## config.mk

```make
export PLATFORM = sky130hd
export DESIGN_NAME = multi_tick_gen
export DESIGN_NICKNAME = d
export VERILOG_FILES = /design/src/rtl/multi_tick_gen.sv
export SDC_FILE = /design/constraint.sdc
export NUM_CORES = 1
export LEC_CHECK = 0
export CAP_MARGIN = 15
export CORE_UTILIZATION = 50
export DETAILED_ROUTE_END_ITERATION = 8
export DONT_BUFFER_PORTS = 1
export SLEW_MARGIN = 10
export SYNTH_ARGS = -nofsm -noshare
export SYNTH_HDL_FRONTEND = slang
export SYNTH_SLANG_ARGS = --single-unit
```

## constraint.sdc

```tcl
create_clock -name clk -period 5.9 [get_ports clk]
set_clock_uncertainty 0.15 [all_clocks]
set_input_delay 0.59 -clock clk [delete_from_list [all_inputs] [get_ports clk]]
set_output_delay 0.59 -clock clk [all_outputs]
set_load 0.02 [all_outputs]
```

## src/rtl/multi_tick_gen.sv

```systemverilog
// multi_tick_gen: NUM_CH 50%-duty clock dividers with tick strobes, runtime half-periods reloaded at wrap (ports: clk rst_n en clr div_wr div_sel div_val -> div_err pend clk_out tick)
module multi_tick_gen #(
  parameter int NUM_CH = 3,
  parameter int CNT_W = 27,
  parameter logic [NUM_CH*CNT_W-1:0] DEF_HALF = {27'd50000, 27'd25000000, 27'd50000000}
) (
  input  logic              clk,
  input  logic              rst_n,
  input  logic              en,
  input  logic              clr,
  input  logic              div_wr,
  input  logic [2:0]        div_sel,
  input  logic [CNT_W-1:0]  div_val,
  output logic              div_err,
  output logic [NUM_CH-1:0] pend,
  output logic [NUM_CH-1:0] clk_out,
  output logic [NUM_CH-1:0] tick
);
  logic acc, rej;
  assign acc = div_wr && div_val != '0 && int'(div_sel) < NUM_CH;
  assign rej = div_wr && !acc;
  always_ff @(posedge clk or negedge rst_n)
    if (!rst_n) div_err <= 1'b0;
    else div_err <= rej;
  for (genvar i = 0; i < NUM_CH; i++) begin : g_ch
    logic [CNT_W-1:0] cnt, half, shadow;
    logic pnd, co, tk, hit, wrap;
    assign hit = acc && int'(div_sel) == i;
    // >= rather than == keeps the period bounded if an idle reload shrinks half below cnt
    assign wrap = cnt >= half - CNT_W'(1);
    always_ff @(posedge clk or negedge rst_n)
      if (!rst_n) begin
        cnt <= '0;
        half <= DEF_HALF[i*CNT_W +: CNT_W];
        shadow <= '0;
        pnd <= 1'b0;
        co <= 1'b0;
        tk <= 1'b0;
      end else begin
        if (clr) begin
          cnt <= '0;
          co <= 1'b0;
          tk <= 1'b0;
        end else if (en) begin
          cnt <= wrap ? '0 : cnt + CNT_W'(1);
          co <= co ^ wrap;
          tk <= wrap && !co;
        end else tk <= 1'b0;
        if (pnd && (clr || !en || wrap)) begin
          half <= shadow;
          pnd <= 1'b0;
        end
        if (hit) begin
          shadow <= div_val;
          pnd <= 1'b1;
        end
      end
    assign pend[i] = pnd;
    assign clk_out[i] = co;
    assign tick[i] = tk;
  end
endmodule
```

Word-level counts from Yosys, hierarchy flattened

Index checks and enable logic that the tools add are counted.

Input bits: 35
Logic and storage cells: 88
Output and inout bits: 10
Flip-flop bits (word level): 253

Multiplexer cells: 27
Equality and inequality tests: 2
Add/subtract/negate cells: 6
Bitwise logic cells: 3
Magnitude comparators: 4
Reduce and logical (&&, ||, !) cells: 27

Operators by type and width:

| operator              | number |
|---|---|
| $mux 27               | 9 |
| $add 27x1->27 const B | 3 |
| $ge 27x27->1          | 3 |
| $sub 27x1->27 const B | 3 |
| $reduce_bool 27->1    | 1 |
| $mux 1                | 18 |
| $logic_and 1x1->1     | 12 |
| $reduce_bool 2->1     | 4 |
| $logic_not 1->1       | 5 |
| $logic_or 1x1->1      | 4 |
| $eq 3x2->1 const B    | 1 |
| $eq 3x3->1 const B    | 1 |
| $logic_not 3->1       | 1 |
| $lt 3x2->1 const B    | 1 |
| $xor 1x1->1           | 3 |

Logic depth before layout (Yosys ltp)

Gate-level depths: netlist of the first run.

Depth after elaboration: 6
Mapped depth: 19
Mapped depth without buffers: 17

Worst setup path before layout of the first run

No wires, ideal clock.

Kind: flip-flop to flip-flop
Start point: register g_ch[1].half[1]
End point: register g_ch[1].half[10]
Stages on the path, launching flop included: 17
Slack: 945 ps
Required time: 5625 ps
Arrival time: 4681 ps
Cell sequence: dfrtp_1 or4_1 or4_1 nor4_2 nand2_1 or3_1 xor2_1 ha_1 a21oi_1 a21oi_1 a211oi_1 o221a_2 o31a_1 clkinv_1 o21ai_1 buf_2 mux2_2

Longest elaborated chain between the ends: 4

Ends and longest elaborated chain:

| element                  | line | text |
|---|---|---|
| start: declaration       | 26   | `logic [CNT_W-1:0] cnt, half, shadow;` |
| start signal: assignment | 34   | `half <= DEF_HALF[i*CNT_W +: CNT_W];` |
| start signal: assignment | 50   | `half <= shadow;` |
| $sub 27x1->27            | 30   | `assign wrap = cnt >= half - CNT_W'(1);` |
| $ge 27x27->1             | 30   |  |
| $logic_or 1x1->1         | 49   | `if (pnd && (clr \|\| !en \|\| wrap)) begin` |
| $logic_and 1x1->1        | 49   |  |

No other way between the ends.
A chain may end at the register's enable or synchronous reset.

Final worst setup path of the first run

Start point: register g_ch[2].half[2]
End point: register g_ch[2].half[10]

Longest elaborated chain between the ends: 4

Ends and longest elaborated chain:

| element                  | line |
|---|---|
| start: declaration       | 26 |
| start signal: assignment | 34 |
| start signal: assignment | 50 |
| $sub 27x1->27            | 30 |
| $ge 27x27->1             | 30 |
| $logic_or 1x1->1         | 49 |
| $logic_and 1x1->1        | 49 |

No other way between the ends.

==> flow_summary.json, run 1 <==
{
  "outcome": "complete, but fails checks",
  "failed_checks": "hold timing",
  "reg_to_reg_critical_path_endpoint": "g_ch[2].half[10]$_DFFE_PN0P_",
  "cts_root_buffer": "clkbuf_16",
  "core-area_um2": 28000,
  "cts_tree": "built",
  "synth.distinct_cells": 71,
  "drc": 0,
  "syn_area_per_cell_um2": 10.7,
  "comb_power_share_pct": 21.2,
  "tightestPinTransition_ns": 1.01,
  "timing.reg2reg.worst_path_depth": 16,
  "count_of_placed_standard_cells_in_the_final_layout_fillers_left_out": 1734,
  "cellPowerDensity_nw_per_um2": 361,
  "max_slew_margin_pct": 32.6,
  "totalPowerFinal_mw": 5.68,
  "die_w_um": 171,
  "synthToLayoutAreaGrowth_pct": 10.0,
  "clkSinkCount": 253,
  "vdd_drop_max_mv": 0.443,
  "first_global_vias": 9894,
  "synth.area.top_cells": "dfrtp_1 39%, mux2_2 13%, ha_1 7.9%",
  "regToRegSetupSlack_ns": 0.70,
  "clk_latency_ns": 0.55,
  "crit-reg2reg-launch": "g_ch[2].half[2]$_DFFE_PN0P_",
  "place_inst": 1679,
  "drt-pass1-iter-count": 5,
  "num_rows": 61,
  "synth-edff-count": 0,
  "routabilityCongestion": 0.783,
  "end_kind": "register",
  "floorplan.initialDensity_pct": 51.1,
  "post_detailed_placement_cell_area_um2": 14700,
  "worstHoldPathType": "in2async",
  "vias": 10400,
  "grt_pass1_wl_um": 55800,
  "cts_buffer_depth": 3,
  "cp.arrival_ns": 5.49,
  "min_period_ns": 5.20,
  "synth_nets": 1467,
  "clock_power_share_pct": 33.8,
  "yosysWarningCount": 0,
  "post-synth-top-area-cell": "dfrtp_1",
  "final_util_pct": 56.2,
  "syn-instance-count": 1342,
  "drive_above_1_share_pct": 21.2,
  "power.leakage_nw": 6.60,
  "yosys_most_used_dff": "dfrtp_1",
  "finalNetCount": 1459,
  "worstPathRequired_ns": 6.19,
  "yosysSeqAreaShare_pct": 44.5,
  "detailed_place_hpwl_um": 24300,
  "antenna_cells_inserted": 0,
  "path_clk_slew_ns": 0.06,
  "drt-wirelength-per-cell_um": 20.2,
  "period_share_pct": 88.2,
  "ctsHtreeMaxLevel": 1,
  "die_height_um": 171,
  "drt_iter0_drc": 758,
  "final_setup_vio_count": 0,
  "syn-cell-area_um2": 14300,
  "drt-vias-per-instance": 6.02,
  "number_of_register_bits_inferred_by_synthesis": 253,
  "gr-usage-all-layers_pct": 24.7,
  "setup-tns-final_ns": 0,
  "synth_top_area_share_pct": 39.0,
  "grt_overflow": 0,
  "fp.dieArea_um2": 29300,
  "critical_path_fanouts_max": 27,
  "power_frac_seq_pct": 45.0,
  "achievable-frequency_mhz": 192,
  "grt_setup_unrepaired": "no",
  "setup.worst_path.class": "reg2reg",
  "power.switching_fraction_pct": 29.2,
  "grt_start_max_net_pins": 254,
  "worst_hold_slack_ns": -0.412,
  "drtAntennaViolNets": 0,
  "finalInstanceArea_um2": 15800,
  "cp-start-kind": "register",
  "post_cts.resized_instances": 0,
  "asyncSetResetFlopFracSynth_pct": 100,
  "hold_viol_final": 243,
  "p_sw_mw": 1.66,
  "post_cts_setup_repair_bufs": 0,
  "cts_hold_buffers": 2,
  "buffer_ports.inserted": 0,
  "tritoncts.num_buffers": 29,
  "grt_antenna_before_repair": 2,
  "power.internal_mw": 4.02,
  "design.portCount": 45,
  "timing_max_transition_violations_final": 0,
  "drv_cap": 0,
  "drt_wl_total_um": 35000
}
per-layer routing:
layer / wire length [um] / global-route usage, %
met5: 0 / 0
met4: 789 / 5.94
met3: 1590 / 3.57
met2: 15200 / 37.2
met1: 17400 / 37.2
worst max path at each step:
stage | startpoint | endpoint
after global routing | g_ch[2].half[2]$_DFFE_PN0P_ | g_ch[2].half[18]$_DFFE_PN0P_
after CTS | g_ch[2].half[2]$_DFFE_PN0P_ | g_ch[2].half[16]$_DFFE_PN0P_
after floorplan | g_ch[1].half[1]$_DFFE_PN0P_ | g_ch[1].half[10]$_DFFE_PN0P_
final | g_ch[2].half[2]$_DFFE_PN0P_ | g_ch[2].half[10]$_DFFE_PN0P_
after global placement | g_ch[2].half[2]$_DFFE_PN0P_ | g_ch[2].cnt[5]$_DFFE_PN0P_
after detailed placement | g_ch[2].half[2]$_DFFE_PN0P_ | g_ch[2].cnt[5]$_DFFE_PN0P_
kinds of logic after synthesis:
logic type / Yosys count / synth area share (%)
fa+ha+maj: 90 / 7.87
compound gates: 203 / 9.86
flops: 253 / 44.5
mux: 175 / 13.7
buf+inv: 95 / 2.78
simple gates: 453 / 16.9
xor+xnor: 73 / 4.47
worst max-delay path, cell delays in order (launching register included):
cell     delay [ns]
dfrtp_1        0.42
or4_4          0.59
nor4_4         0.23
nand2_2        0.13
or4_4          0.46
or4_4          0.46
nor2_1         0.14
xnor2_1        0.08
ha_1           0.29
and3_1         0.17
nand3_1        0.09
or3_1          0.31
nor4_1         0.46
a21o_1         0.39
o21ai_2        0.10
buf_4          0.26
mux2_2         0.32
state kept, by name, indices dropped and copies added, names as in the netlist:
register	cells
g_ch.cnt	81
g_ch.half	81
g_ch.shadow	81
g_ch.co	3
g_ch.pnd	3
g_ch.tk	3
div_err	1
power by group through the flow:
stage	Clock (mW)	Combinational, mW	Sequential (mW)
floorplan	0	1.03	2.43
global placement	0	1.17	2.57
detailed placement	0	1.21	2.59
CTS	1.96	1.22	2.56
global route	2.01	1.38	2.61
finish	1.92	1.20	2.56
cells in the final DEF (no fill, tap or decap), drive strengths merged, types with 31 or more instances in the layout:
master  instances
nand2         101
ha             90
dfrtp         223
o21ai          33
xnor2          50
clkbuf         39
inv            33
a21oi          41
nor3           39
nor4           31
mux2          165
nor2           68
nand3          66
nand4          32
through the flow:
| step | setup WS (ns) | hold slack, ns |
|---|---|---|
| floorplan | 0.945 | 0.144 |
| global placement | 0.783 | 0.149 |
| detailed placement | 0.726 | 0.149 |
| CTS | 0.704 | -0.436 |
| global route | 0.346 | -0.435 |
| finish | 0.698 | -0.412 |
area by class of cell:
| cell class | count | area, um^2 |
|---|---|---|
| clock buffer | 39 | 823 |
| clock inverter | 14 | 201 |
| multi-input combinational | 994 | 7580 |
| fill | 2419 | 12300 |
| tap | 378 | 473 |
| sequential | 253 | 6370 |
| inverter | 34 | 128 |
| timing repair buffer | 22 | 180 |
cells in the mapped netlist, types with 11 or more instances:
library cell,n
and3_1,20
or4_1,17
nand4_1,32
mux2_2,165
dfrtp_1,223
nand3_1,66
a31oi_1,19
a21o_1,19
xor2_1,23
ha_1,90
a21oi_1,41
or3_1,22
clkbuf_1,42
nor3_1,39
nor2b_1,11
o311ai_0,12
nor2_1,68
inv_1,32
nor4_1,27
nand2_1,100
o21ai_0,30
dfstp_2,30
xnor2_1,50
nand3b_1,13
Note: power is estimated with default switching activity, not from simulation.
==> run 2, diff against run 1 <==
--- a/config.mk
+++ b/config.mk
@@ -6,9 +6,10 @@
 export NUM_CORES = 1
 export LEC_CHECK = 0
 export CAP_MARGIN = 15
-export CORE_UTILIZATION = 50
+export CORE_UTILIZATION = 60
 export DETAILED_ROUTE_END_ITERATION = 8
 export DONT_BUFFER_PORTS = 1
+export PLACE_DENSITY = 0.76
 export SLEW_MARGIN = 10
 export SYNTH_ARGS = -nofsm -noshare
 export SYNTH_HDL_FRONTEND = slang
==> run 2 against run 1 <==
Effect of this change: the flow still finishes with violations (hold timing); critical path type unchanged; critical path depth stayed put; hold slack improved by 0.0048 ns; die area fell by 16%; via count increased by 0.97%; wire length shrank 3.7%; clock power fell by 4%; core utilization grew 11 points.
==> flow_summary.json, run 2 (synthesized netlist as in run 1, its figures left out) <==
{
  "tritoncts.num_buffers": 27,
  "design.portCount": 45,
  "regToRegSetupSlack_ns": 0.42,
  "ctsHtreeMaxLevel": 1,
  "crit-reg2reg-launch": "g_ch[2].half[2]$_DFFE_PN0P_",
  "cts_buffer_depth": 3,
  "cellPowerDensity_nw_per_um2": 360,
  "totalPowerFinal_mw": 5.62,
  "drive_above_1_share_pct": 20.9,
  "outcome": "complete, but fails checks",
  "reg_to_reg_critical_path_endpoint": "g_ch[2].half[5]$_DFFE_PN0P_",
  "num_rows": 56,
  "gr-usage-all-layers_pct": 28.5,
  "buffer_ports.inserted": 0,
  "die_height_um": 156,
  "setup-tns-final_ns": 0,
  "period_share_pct": 92.9,
  "grt_overflow": 0,
  "detailed_place_hpwl_um": 23100,
  "clk_latency_ns": 0.57,
  "final_setup_vio_count": 0,
  "worstHoldPathType": "in2async",
  "end_kind": "register",
  "final_common_cell": "dfrtp_1",
  "cts_hold_buffers": 5,
  "reg_top3": "g_ch.cnt (81), g_ch.half (81), g_ch.shadow (81)",
  "critical_path_fanouts_max": 27,
  "routabilityCongestion": 0.845,
  "drt-pass1-iter-count": 5,
  "grt_start_max_net_pins": 254,
  "drc": 0,
  "hold_viol_final": 226,
  "worst_hold_slack_ns": -0.408,
  "critical-path-max-stage-delay_ns": 0.59,
  "drt_iter0_drc": 947,
  "clkSinkCount": 253,
  "drt-vias-per-instance": 6.31,
  "grt_pass1_wl_um": 54600,
  "achievable-frequency_mhz": 183,
  "tightestPinTransition_ns": 1.15,
  "drt-wirelength-per-cell_um": 20.2,
  "finalNetCount": 1457,
  "antenna_cells_inserted": 0,
  "synthToLayoutAreaGrowth_pct": 9.19,
  "setup.worst_path.class": "reg2reg",
  "floorplan.initialDensity_pct": 61.2,
  "cts_tree": "built",
  "failed_checks": "hold timing",
  "max_slew_margin_pct": 23.3,
  "vias": 10500,
  "fp.dieArea_um2": 24500,
  "drv_cap": 0,
  "cp.arrival_ns": 5.78,
  "critical-path-slowest-cell": "or4_4",
  "power.leakage_nw": 6.57,
  "min_period_ns": 5.48,
  "grt_antenna_before_repair": 1,
  "worstPathRequired_ns": 6.20,
  "vdd_drop_max_mv": 0.312,
  "layout_common_cells": "223 x dfrtp_1, 165 x mux2_2, 100 x nand2_1, 90 x ha_1, 67 x nor2_1",
  "crit_top_cell": "or4_4",
  "drtAntennaViolNets": 0,
  "first_global_vias": 10100,
  "timing_max_transition_violations_final": 0,
  "cp-start-kind": "register",
  "drt_wl_total_um": 33700,
  "crit_path_cell_trace": "or4_4, nor4_4, nand2_2, or4_4, or4_4, nor2_1, xnor2_1, ha_1, and3_1, nand3_1, or3_1, nor4_1, a21o_1, o21ai_2, buf_4, mux2_2",
  "timing.critical_path.from": "g_ch[2].half[2]$_DFFE_PN0P_",
  "timing.reg2reg.worst_path_depth": 16,
  "cts_root_buffer": "clkbuf_16",
  "path_clk_slew_ns": 0.06,
  "die_w_um": 156,
  "core-area_um2": 23400,
  "grt_setup_unrepaired": "no"
}
==> run 2: timing repair <==
action / 4_1_cts / 5_1_grt
setup buffers: 0 / 0
resized for setup: 0 / 0
hold endpoints to repair: 280 / 253
==> run 2: metrics by stage <==
step,setup slack (ns),util (%),hold WS [ns],instances,instance area (um^2)
2_1_floorplan,0.945,-,0.144,1342,14300
3_3_place_gp,0.690,62.4,0.155,1617,14600
3_5_place_dp,0.529,62.4,0.155,1617,14600
4_1_cts,0.480,66.8,-0.428,1671,15600
5_1_grt,0.132,66.8,-0.426,1671,15600
6_report,0.421,66.8,-0.408,1671,15600
==> run 2: area by class of cell <==
cell class                 instances  area (um^2)
fill                            1788         7770
multi-input combinational        994         7580
sequential                       253         6370
clock buffer                      34          752
tap                              319          399
clock inverter                    15          229
timing repair buffer              22          178
inverter                          34          128
==> run 2: critical path: cells and delay by family (launching register included) <==
| kind | cells | cell delay, ns |
|---|---|---|
| buffers and inverters | 1 | 0.26 |
| AND/OR/NAND/NOR | 10 | 3.18 |
| XOR/XNOR | 1 | 0.08 |
| adder cells (fa/ha/maj) | 1 | 0.29 |
| AO/OA/AOI/OAI | 2 | 0.65 |
| flip-flops | 1 | 0.43 |
| multiplexers | 1 | 0.31 |
==> run 2: metal layers <==
metal  share of wire [%]  global-route usage, %  routed length, um
met4                 2.6                   8.08                885
met2                  45                   44.3              15100
met3                 6.3                   4.18               2110
met5                   0                      0                  0
met1                  46                   41.5              15600
==> run 2: worst max-delay path by stage <==
stage / endpoint / slack, ns / cells past startpoint
after floorplan: g_ch[1].half[10]$_DFFE_PN0P_ / 0.94 / 16
after global placement: g_ch[2].half[3]$_DFFE_PN0P_ / 0.69 / 16
after detailed placement: g_ch[2].half[5]$_DFFE_PN0P_ / 0.53 / 16
after CTS: g_ch[2].half[5]$_DFFE_PN0P_ / 0.48 / 16
after global routing: g_ch[2].half[7]$_DFFE_PN0P_ / 0.13 / 16
final: g_ch[2].half[5]$_DFFE_PN0P_ / 0.42 / 16
==> run 2: report_power, final <==
| group | switching [mW] | total, mW | internal, mW |
|---|---|---|---|
| registers | 0.390 | 2.55 | 2.16 |
| clock network | 0.724 | 1.85 | 1.13 |
| logic | 0.549 | 1.22 | 0.672 |
